## src/rtl/gmii_rx_frame_parser_if.sv

```systemverilog
// GMII receive parser bus bundle.
// Carries the raw GMII receive byte stream into the parser and the parsed
// payload stream plus frame counters back out.
//   master : drives gmii_rxd/gmii_rx_dv/gmii_rx_er, observes the parser outputs
//   slave  : the parser itself
interface gmii_rx_frame_parser_if #(
  parameter int CNT_W = 16
);
  logic [7:0]       gmii_rxd;
  logic             gmii_rx_dv;
  logic             gmii_rx_er;
  logic [7:0]       rx_data;
  logic             rx_valid;
  logic             rx_sof;
  logic             rx_eof;
  logic             rx_crc_ok;
  logic             rx_err;
  logic [CNT_W-1:0] frame_cnt;
  logic [CNT_W-1:0] err_cnt;

  modport master (
    output gmii_rxd, gmii_rx_dv, gmii_rx_er,
    input  rx_data, rx_valid, rx_sof, rx_eof, rx_crc_ok, rx_err,
    input  frame_cnt, err_cnt
  );

  modport slave (
    input  gmii_rxd, gmii_rx_dv, gmii_rx_er,
    output rx_data, rx_valid, rx_sof, rx_eof, rx_crc_ok, rx_err,
    output frame_cnt, err_cnt
  );
endinterface

```

## src/rtl/gmii_rx_frame_parser.sv

```systemverilog
// GMII receive frame parser.
// Finds preamble/SFD, strips preamble, SFD and FCS, and streams payload
// bytes with sof/eof markers. Checks CRC-32 over everything after the SFD,
// flags errored/truncated frames and keeps saturating good/bad counters.
// Ports:
//   gmii_rx_clk : receive clock, all logic on its rising edge
//   reset       : synchronous, active-high
//   bus         : gmii_rxd/dv/er in; rx_data/valid/sof/eof/crc_ok/err and
//                 frame_cnt/err_cnt out (all registered)
module gmii_rx_frame_parser #(
  parameter int MAX_LEN = 1518,
  parameter int CNT_W   = 16
) (
  input logic                  gmii_rx_clk,
  input logic                  reset,
  gmii_rx_frame_parser_if.slave bus
);
  localparam int              NW          = $clog2(MAX_LEN + 6);
  localparam logic [NW-1:0]   N_SOF       = NW'(5);
  localparam logic [NW-1:0]   N_OVER      = NW'(MAX_LEN + 4);
  localparam logic [31:0]     CRC_RESIDUE = 32'hDEBB20E3;

  localparam logic [1:0] S_IDLE = 2'd0;
  localparam logic [1:0] S_PRE  = 2'd1;
  localparam logic [1:0] S_DATA = 2'd2;
  localparam logic [1:0] S_DROP = 2'd3;

  logic [1:0]       state;
  logic [4:0][7:0]  sr;         // sr[0] newest, sr[4] = byte n-5
  logic [NW-1:0]    n;          // bytes captured since SFD
  logic [31:0]      crc;
  logic [31:0]      crc_next;
  logic             err_flag;
  logic [7:0]       rx_data;
  logic             rx_valid, rx_sof, rx_eof, rx_crc_ok, rx_err;
  logic [CNT_W-1:0] frame_cnt, err_cnt;

  function automatic logic [31:0] crc_byte(input logic [31:0] c, input logic [7:0] d);
    logic [31:0] r;
    r = c;
    for (int i = 0; i < 8; i++)
      r = (r[0] ^ d[i]) ? ((r >> 1) ^ 32'hEDB88320) : (r >> 1);
    return r;
  endfunction

  function automatic logic [CNT_W-1:0] sat_inc(input logic [CNT_W-1:0] v);
    return (&v) ? v : v + 1'b1;
  endfunction

  always_comb crc_next = crc_byte(crc, bus.gmii_rxd);

  always_ff @(posedge gmii_rx_clk) begin
    if (reset) begin
      state     <= S_IDLE;
      sr        <= '0;
      n         <= '0;
      crc       <= '1;
      err_flag  <= 1'b0;
      rx_data   <= '0;
      rx_valid  <= 1'b0;
      rx_sof    <= 1'b0;
      rx_eof    <= 1'b0;
      rx_crc_ok <= 1'b0;
      rx_err    <= 1'b0;
      frame_cnt <= '0;
      err_cnt   <= '0;
    end else begin
      rx_valid  <= 1'b0;
      rx_sof    <= 1'b0;
      rx_eof    <= 1'b0;
      rx_crc_ok <= 1'b0;
      rx_err    <= 1'b0;
      case (state)
        S_IDLE: begin
          if (bus.gmii_rx_dv) begin
            if (bus.gmii_rxd == 8'h55) state <= S_PRE;
            else begin
              state   <= S_DROP;
              err_cnt <= sat_inc(err_cnt);
            end
          end
        end
        S_PRE: begin
          if (!bus.gmii_rx_dv) begin
            state   <= S_IDLE;
            err_cnt <= sat_inc(err_cnt);
          end else if (bus.gmii_rxd == 8'hD5) begin
            state    <= S_DATA;
            n        <= '0;
            crc      <= '1;
            err_flag <= 1'b0;
          end else if (bus.gmii_rxd != 8'h55) begin
            state   <= S_DROP;
            err_cnt <= sat_inc(err_cnt);
          end
        end
        S_DATA: begin
          if (bus.gmii_rx_dv) begin
            if (n == N_OVER) begin
              // Byte would push the frame past MAX_LEN+FCS: close it out
              // as truncated and discard the remainder.
              rx_valid <= 1'b1;
              rx_data  <= sr[4];
              rx_sof   <= (n == N_SOF);
              rx_eof   <= 1'b1;
              rx_err   <= 1'b1;
              state    <= S_DROP;
              err_cnt  <= sat_inc(err_cnt);
            end else begin
              sr       <= {sr[3:0], bus.gmii_rxd};
              crc      <= crc_next;
              n        <= n + 1'b1;
              err_flag <= err_flag | bus.gmii_rx_er;
              // Holding back 4 bytes means the FCS never reaches the output.
              if (n >= N_SOF) begin
                rx_valid <= 1'b1;
                rx_data  <= sr[4];
                rx_sof   <= (n == N_SOF);
              end
            end
          end else begin
            state <= S_IDLE;
            if (n >= N_SOF) begin
              rx_valid  <= 1'b1;
              rx_data   <= sr[4];
              rx_sof    <= (n == N_SOF);
              rx_eof    <= 1'b1;
              rx_crc_ok <= (crc == CRC_RESIDUE);
              rx_err    <= err_flag;
              if ((crc == CRC_RESIDUE) && !err_flag) frame_cnt <= sat_inc(frame_cnt);
              else                                   err_cnt   <= sat_inc(err_cnt);
            end else begin
              err_cnt <= sat_inc(err_cnt);   // runt
            end
          end
        end
        default: begin
          if (!bus.gmii_rx_dv) state <= S_IDLE;
        end
      endcase
    end
  end

  assign bus.rx_data   = rx_data;
  assign bus.rx_valid  = rx_valid;
  assign bus.rx_sof    = rx_sof;
  assign bus.rx_eof    = rx_eof;
  assign bus.rx_crc_ok = rx_crc_ok;
  assign bus.rx_err    = rx_err;
  assign bus.frame_cnt = frame_cnt;
  assign bus.err_cnt   = err_cnt;
endmodule

```

## src/flat_wrapper.sv

```systemverilog
// flat-port wrapper written by rule: the top's interface ports become plain ports
module gmii_rx_frame_parser_flat 
#(
  parameter int MAX_LEN = 1518,
  parameter int CNT_W   = 16
)
  (gmii_rx_clk, reset, bus_gmii_rxd, bus_gmii_rx_dv, bus_gmii_rx_er, bus_rx_data, bus_rx_valid, bus_rx_sof, bus_rx_eof, bus_rx_crc_ok, bus_rx_err, bus_frame_cnt, bus_err_cnt);
  gmii_rx_frame_parser_if #(.CNT_W(CNT_W)) bus_i ();
  input logic gmii_rx_clk;
  input logic reset;
  input wire logic [$bits(bus_i.gmii_rxd)-1:0] bus_gmii_rxd;
  input wire logic [$bits(bus_i.gmii_rx_dv)-1:0] bus_gmii_rx_dv;
  input wire logic [$bits(bus_i.gmii_rx_er)-1:0] bus_gmii_rx_er;
  output wire logic [$bits(bus_i.rx_data)-1:0] bus_rx_data;
  output wire logic [$bits(bus_i.rx_valid)-1:0] bus_rx_valid;
  output wire logic [$bits(bus_i.rx_sof)-1:0] bus_rx_sof;
  output wire logic [$bits(bus_i.rx_eof)-1:0] bus_rx_eof;
  output wire logic [$bits(bus_i.rx_crc_ok)-1:0] bus_rx_crc_ok;
  output wire logic [$bits(bus_i.rx_err)-1:0] bus_rx_err;
  output wire logic [$bits(bus_i.frame_cnt)-1:0] bus_frame_cnt;
  output wire logic [$bits(bus_i.err_cnt)-1:0] bus_err_cnt;
  assign bus_i.gmii_rxd = bus_gmii_rxd;
  assign bus_i.gmii_rx_dv = bus_gmii_rx_dv;
  assign bus_i.gmii_rx_er = bus_gmii_rx_er;
  assign bus_rx_data = bus_i.rx_data;
  assign bus_rx_valid = bus_i.rx_valid;
  assign bus_rx_sof = bus_i.rx_sof;
  assign bus_rx_eof = bus_i.rx_eof;
  assign bus_rx_crc_ok = bus_i.rx_crc_ok;
  assign bus_rx_err = bus_i.rx_err;
  assign bus_frame_cnt = bus_i.frame_cnt;
  assign bus_err_cnt = bus_i.err_cnt;
  gmii_rx_frame_parser #(.MAX_LEN(MAX_LEN), .CNT_W(CNT_W)) u_core (.gmii_rx_clk(gmii_rx_clk), .reset(reset), .bus(bus_i));
endmodule
```

## config.mk

```make
export PLATFORM = sky130hd
export DESIGN_NAME = gmii_rx_frame_parser_flat
export DESIGN_NICKNAME = d
export VERILOG_FILES = /design/src/rtl/gmii_rx_frame_parser_if.sv /design/src/rtl/gmii_rx_frame_parser.sv /design/src/flat_wrapper.sv
export SDC_FILE = /design/constraint.sdc
export NUM_CORES = 1
export LEC_CHECK = 0
export ABC_AREA = 1
export ABC_CLOCK_PERIOD_IN_PS = 2150
export BUFFER_PORTS_ARGS = -buffer_cell sky130_fd_sc_hd__buf_2
export CORE_UTILIZATION = 60
export DETAILED_ROUTE_END_ITERATION = 8
export PLACE_DENSITY = 0.88
export SYNTH_ARGS = -nofsm -noshare
export SYNTH_HDL_FRONTEND = slang
export SYNTH_SLANG_ARGS = --single-unit
```

## constraint.sdc

```tcl
create_clock -name gmii_rx_clk -period 2.15 [get_ports gmii_rx_clk]
set_input_delay 0.645 -clock gmii_rx_clk [delete_from_list [all_inputs] [get_ports gmii_rx_clk]]
set_output_delay 0.645 -clock gmii_rx_clk [all_outputs]
set_load 0.02 [all_outputs]
```

Yosys cells after proc, flatten, opt, wreduce, memory -nomap -nowiden
Cells that the tools add are included.

operators by class
  add/subtract/negate cells = 3
  multipliers = 0
  divide/modulo/power cells = 0
  magnitude comparators = 1
  equality and inequality tests = 20
  shifts and indexed selects = 0
  multiplexer cells = 56
  bitwise logic cells = 22
  reductions and logical operators = 14

operators by type and width
  kind                                                                    number
  32-bit 2-to-1 mux                                                       12
  16-bit 2-to-1 mux                                                       10
  13-bit NOT with 14-bit output                                           8
  32-bit one-hot mux with 2 select lines                                  1
  16-bit one-hot mux with 3 select lines                                  1
  11-bit 2-to-1 mux                                                       4
  16-bit by 1-bit adder with 16-bit output, second input constant         2
  32-bit == test, second input constant                                   1
  16-bit AND reduction                                                    2
  8-bit 2-to-1 mux                                                        3
  11-bit one-hot mux with 2 select lines                                  1
  2-bit 2-to-1 mux                                                        8
  1-bit 2-to-1 mux                                                        14
  11-bit by 1-bit adder with 11-bit output, second input constant         1
  11-bit == test, second input constant                                   1
  11-bit by 3-bit == test with 1-bit output, second input constant        1
  11-bit by 3-bit >= comparator with 1-bit output, second input constant  1
  2-bit != test, second input constant                                    5
  5-bit AND reduction                                                     2
  8-bit by 7-bit == test with 1-bit output, second input constant         1
  8-bit == test, second input constant                                    1
  8-bit by 7-bit != test with 1-bit output, second input constant         1
  1-bit XOR                                                               8
  7-bit AND reduction                                                     1
  other kinds (21)                                                        26

word-level totals
  register bits = 131
  latch bits = 0
  bits in writable memories = 0
  memory bits (read-only) = 0
  input bits = 12
  word-level logic and storage cells = 133
  memories kept = 0

Logic depth before layout (Yosys ltp)
  depth after elaboration = 19
  gate-level depth with buffers = 13
  gate-level depth less buffers = 12

Worst setup path after synthesis
No wires, ideal clock.

  kind = in2reg
  from = input bus_gmii_rx_dv
  to = register u_core.crc[30]
  setup time = 127 ps
  arrival = 1,752 ps
  slack = 271 ps
  stages = 9
  path buffers = 2
  cells stage by stage = buf_2 nand2_1 inv_1 nor2_1 a21oi_2 nand4_1 inv_2 buf_4 a22oi_1

on the way
  word-level cells in the longest chain between the ends = 2
  elaborated cells between the ends (all ways) = 3
  classes of those cells = eq/ne: 2; reduce/logical: 1

RTL lines
  item                                      RTL line                     RTL
  start: declaration                        flat_wrapper.sv:12           input wire logic [$bits(bus_i.gmii_rx_dv)-1:0] bus_gmii_rx_dv;
  2-bit != test (no source line)            --
  5-bit AND reduction (no source line) (*)  --
  end signal: assignment                    gmii_rx_frame_parser.sv:111  crc <= crc_next;
  end: declaration                          gmii_rx_frame_parser.sv:31   logic [31:0] crc;

Mark *: on every way between the ends. The rest lies on a longest branch, timed or not.
A chain may end at the register's enable or synchronous reset.

Worst setup path in the final report
  from = register u_core.n[0]
  to = register u_core.crc[17]

on the way
  word-level cells in the longest chain between the ends = 3

RTL lines
  item                                  RTL line                     RTL
  start: declaration                    gmii_rx_frame_parser.sv:30   logic [NW-1:0] n;
  start signal: assignment              gmii_rx_frame_parser.sv:112  n <= n + 1'b1;
  11-bit == test                        gmii_rx_frame_parser.sv:99   if (n == N_OVER) begin
  2-bit != test (no source line)        --
  5-bit AND reduction (no source line)  --

No other way between the ends.

==> impl_metrics.sql <==
INSERT INTO impl_metrics (metric_group, metric, value, unit) VALUES
('synth', 'ys_seq_elements', '131', ''),
('critical_path', 'largest_delay_share_family_worst_path', 'simple AND/OR/NAND/NOR gates', ''),
('die', 'total_die_area', '12200', 'µm²'),
('synth', 'synth_common_cells', 'nand2_1, nor2_1, dfxtp_1', ''),
('critical_path', 'crit_top_cell', 'inv_1', ''),
('die', 'core_region_area', '11400', 'µm²'),
('detailed_routing', 'via_count', '7013', ''),
('global_routing', 'wire_length_of_the_first_global_routing_pass', '29500', 'µm'),
('cells_and_area', 'number_of_diodes_added_for_antenna_fixing', '0', ''),
('power_and_ir_drop', 'comb_power_share', '0.351', ''),
('die', 'die-width', '110', 'µm'),
('cells_and_area', 'layout-drive-gt1-share', '0.151', ''),
('synth', 'synth.largest_area_cell', 'dfxtp_1', ''),
('synth', 'synth-edff-count', '0', ''),
('clock_tree', 'cts_made_buffers', '17', ''),
('clock_tree', 'insertion_delay', '0.42', 'ns'),
('timing', 'fin_hold_viols', '0', ''),
('timing', 'setup_violations', '0', ''),
('synth', 'syn_nets', '1056', ''),
('synth', 'async_flop_share', '0', ''),
('placement', 'place.gp.congestion', '0.917', ''),
('timing', 'timing.slew.headroom', '0.664', ''),
('global_routing', 'vias_in_the_first_global_route', '6464', ''),
('detailed_routing', 'detail_route.drc_violations', '0', ''),
('die', 'die_y', '110', 'µm'),
('timing', 'actual_slew_at_the_worst_max_slew_pin', '0.504', 'ns'),
('global_routing', 'antenna_found_initial', '0', ''),
('die', 'initial_util', '0.618', ''),
('power_and_ir_drop', 'irDropWorstVdd', '0.891', 'mV'),
('power_and_ir_drop', 'cellLeakagePower', '3.73', 'nW'),
('critical_path', 'crit_chain', 'inv_1 > ha_1 > nand2_1 > nor2_2 > nand3_4 > o21ai_2 > nand2_4 > buf_4 > nor2_1 > o21bai_1 > inv_1', ''),
('clock_tree', 'cts_root_buf', 'clkbuf_16', ''),
('timing', 'final-max-slew-violation-count', '0', ''),
('clock_tree', 'hold_buffer_count_at_cts', '0', ''),
('power_and_ir_drop', 'netSwitchingFraction', '0.372', ''),
('die', 'io_pins', '57', ''),
('cells_and_area', 'area_growth', '18.2', '%'),
('detailed_routing', 'drt_pass1_iterations', '7', ''),
('status', 'outcome', 'complete, no violations', ''),
('detailed_routing', 'detail_route.wl_per_cell', '13.9', 'µm'),
('clock_tree', 'clkSlewWorstSetupHoldPaths', '0.06', 'ns'),
('synth', 'synth-warning-count', '0', ''),
('timing', 'rsz0062_at_grt', 'no', ''),
('critical_path', 'critical_path.n_buffers_inverters', '3', ''),
('timing', 'whs', '0.473', 'ns'),
('power_and_ir_drop', 'power-per-cell-area', '1050', 'nW/µm²'),
('timing', 'final_worst_path_cycle_share', '0.922', ''),
('critical_path', 'max_stage_delay', '0.31', 'ns'),
('placement', 'place.detailed.hpwl', '12400', 'µm'),
('placement', 'port-buffer-count', '56', ''),
('critical_path', 'worst_ep_required_time', '2.46', 'ns'),
('global_routing', 'globalRouteOverflowTotal', '0', ''),
('synth', 'seq_area_frac_synth', '0.372', ''),
('detailed_routing', 'wirelength', '17900', 'µm'),
('critical_path', 'slowest_library_cell_on_the_worst_path', 'dfxtp_1', ''),
('clock_tree', 'clock_tree.htree_level_count', '4', ''),
('global_routing', 'grtUsageTotal', '0.294', ''),
('synth', 'most_numerous_cell_in_the_yosys_netlist', 'nand2_1', ''),
('min_path', 'hold_class', 'reg -> reg', ''),
('synth', 'ys.flop_type', 'dfxtp_1', ''),
('power_and_ir_drop', 'internal_power', '5.51', 'mW'),
('timing', 'layout_setup_ws', '0.168', 'ns'),
('clock_tree', 'cts_setup_buffers', '0', ''),
('critical_path', 'worst-setup-path-type', 'reg -> reg', ''),
('placement', 'pre_cts_slack', '-0.0961', 'ns'),
('clock_tree', 'cts_repair_resize_count', '0', ''),
('cells_and_area', 'nets', '1151', ''),
('synth', 'synth_top_cell_area_share', '0.372', ''),
('timing', 'skew', '0.00739', 'ns'),
('global_routing', 'grt_max_degree', '53', ''),
('critical_path', 'critical_path.max_fanout', '11', '');
final timing paths:
| kind | start | end | slack [ns] | cells after the start |
|---|---|---|---|---|
| worst min register to register | u_core.bus.rx_data[4]$_SDFFE_PP0P_ | u_core.bus.rx_data[4]$_SDFFE_PP0P_ | 0.47 | 2 |
| worst min-delay path | u_core.bus.rx_data[4]$_SDFFE_PP0P_ | u_core.bus.rx_data[4]$_SDFFE_PP0P_ | 0.47 | 2 |
| worst max-delay path | u_core.n[0]$_SDFFE_PP0P_ | u_core.crc[17]$_SDFFE_PP1P_ | 0.17 | 11 |
| worst max register to register | u_core.n[0]$_SDFFE_PP0P_ | u_core.crc[17]$_SDFFE_PP1P_ | 0.17 | 11 |
cell families (layout without fill, tap and decap cells):
kind of cell	after synthesis	count (layout)	synth area share
xor gates and xnor gates	80	80	0.100
DFF	131	131	0.372
and+or+nand+nor	530	530	0.315
buffers and inverters	117	224	0.0679
AOI/OAI and AO/OA	168	168	0.129
adders and majority gates	9	9	0.0160
cell usage in the layout (no fill, tap or decap), drive strengths merged, types with 7 or more instances in the layout:
master,n
nor2,177
o21ai,76
nor3,18
a21oi,69
dfxtp,131
xnor2,19
clkinvlp,8
clkbuf,20
nand3,57
xor2,61
inv,82
ha,9
nand2,269
buf,108
a22oi,7
worst min-delay path: stages, from the launching register on:
cell and delay [ns]:
dfxtp_1 0.32, nor2_1 0.04, nor2_1 0.08
routing by layer:
layer	GRT usage	routed length, µm	vias up
li1	-	-	3504
met1	0.366	7550	3194
met2	0.494	8720	253
met3	0.0538	1020	62
met4	0.132	578	0
met5	0	0	-
registers in the layout, summed over array words and instances, names as in the netlist, 2 cells and up:
register / count
u_core.state: 2
u_core.n: 11
u_core.bus.rx_data: 8
u_core.bus.err_cnt: 16
u_core.crc: 32
u_core.bus.frame_cnt: 16
u_core.sr: 40
stage by stage:
| step | utilization | total power [mW] | setup TNS (ns) | instance area, µm² |
|---|---|---|---|---|
| after floorplan | - | 5.05 | 0 | 7060 |
| after global placement | 0.681 | 5.98 | -0.00577 | 7780 |
| after detailed placement | 0.681 | 6.06 | -0.302 | 7780 |
| after CTS | 0.728 | 8.70 | 0 | 8320 |
| after global routing | 0.731 | 9.25 | 0 | 8340 |
| final | 0.731 | 8.77 | 0 | 8340 |
power groups by stage:
| stage | clock (mW) | sequential [mW] | combinational [mW] |
|---|---|---|---|
| CTS | 2.64 | 3.05 | 3.01 |
| floorplan | 0 | 3.06 | 2.00 |
| finish | 2.63 | 3.06 | 3.08 |
| detailed placement | 0 | 3.10 | 2.97 |
| global route | 2.76 | 3.09 | 3.39 |
| global placement | 0 | 3.08 | 2.90 |
final cells by class:
| type | count | area, µm² | share of cell area |
|---|---|---|---|
| Timing Repair inverter | 1 | 7.51 | 0.000900 |
| Tap cell | 143 | 179 | 0.0214 |
| Inverter | 84 | 322 | 0.0385 |
| Clock inverter | 11 | 81.3 | 0.00975 |
| Multi-Input combinational cell | 787 | 3970 | 0.475 |
| Sequential cell | 131 | 2620 | 0.314 |
| Timing Repair Buffer | 108 | 708 | 0.0849 |
| Clock buffer | 20 | 457 | 0.0547 |
Note: power is estimated with default switching activity, not from simulation.
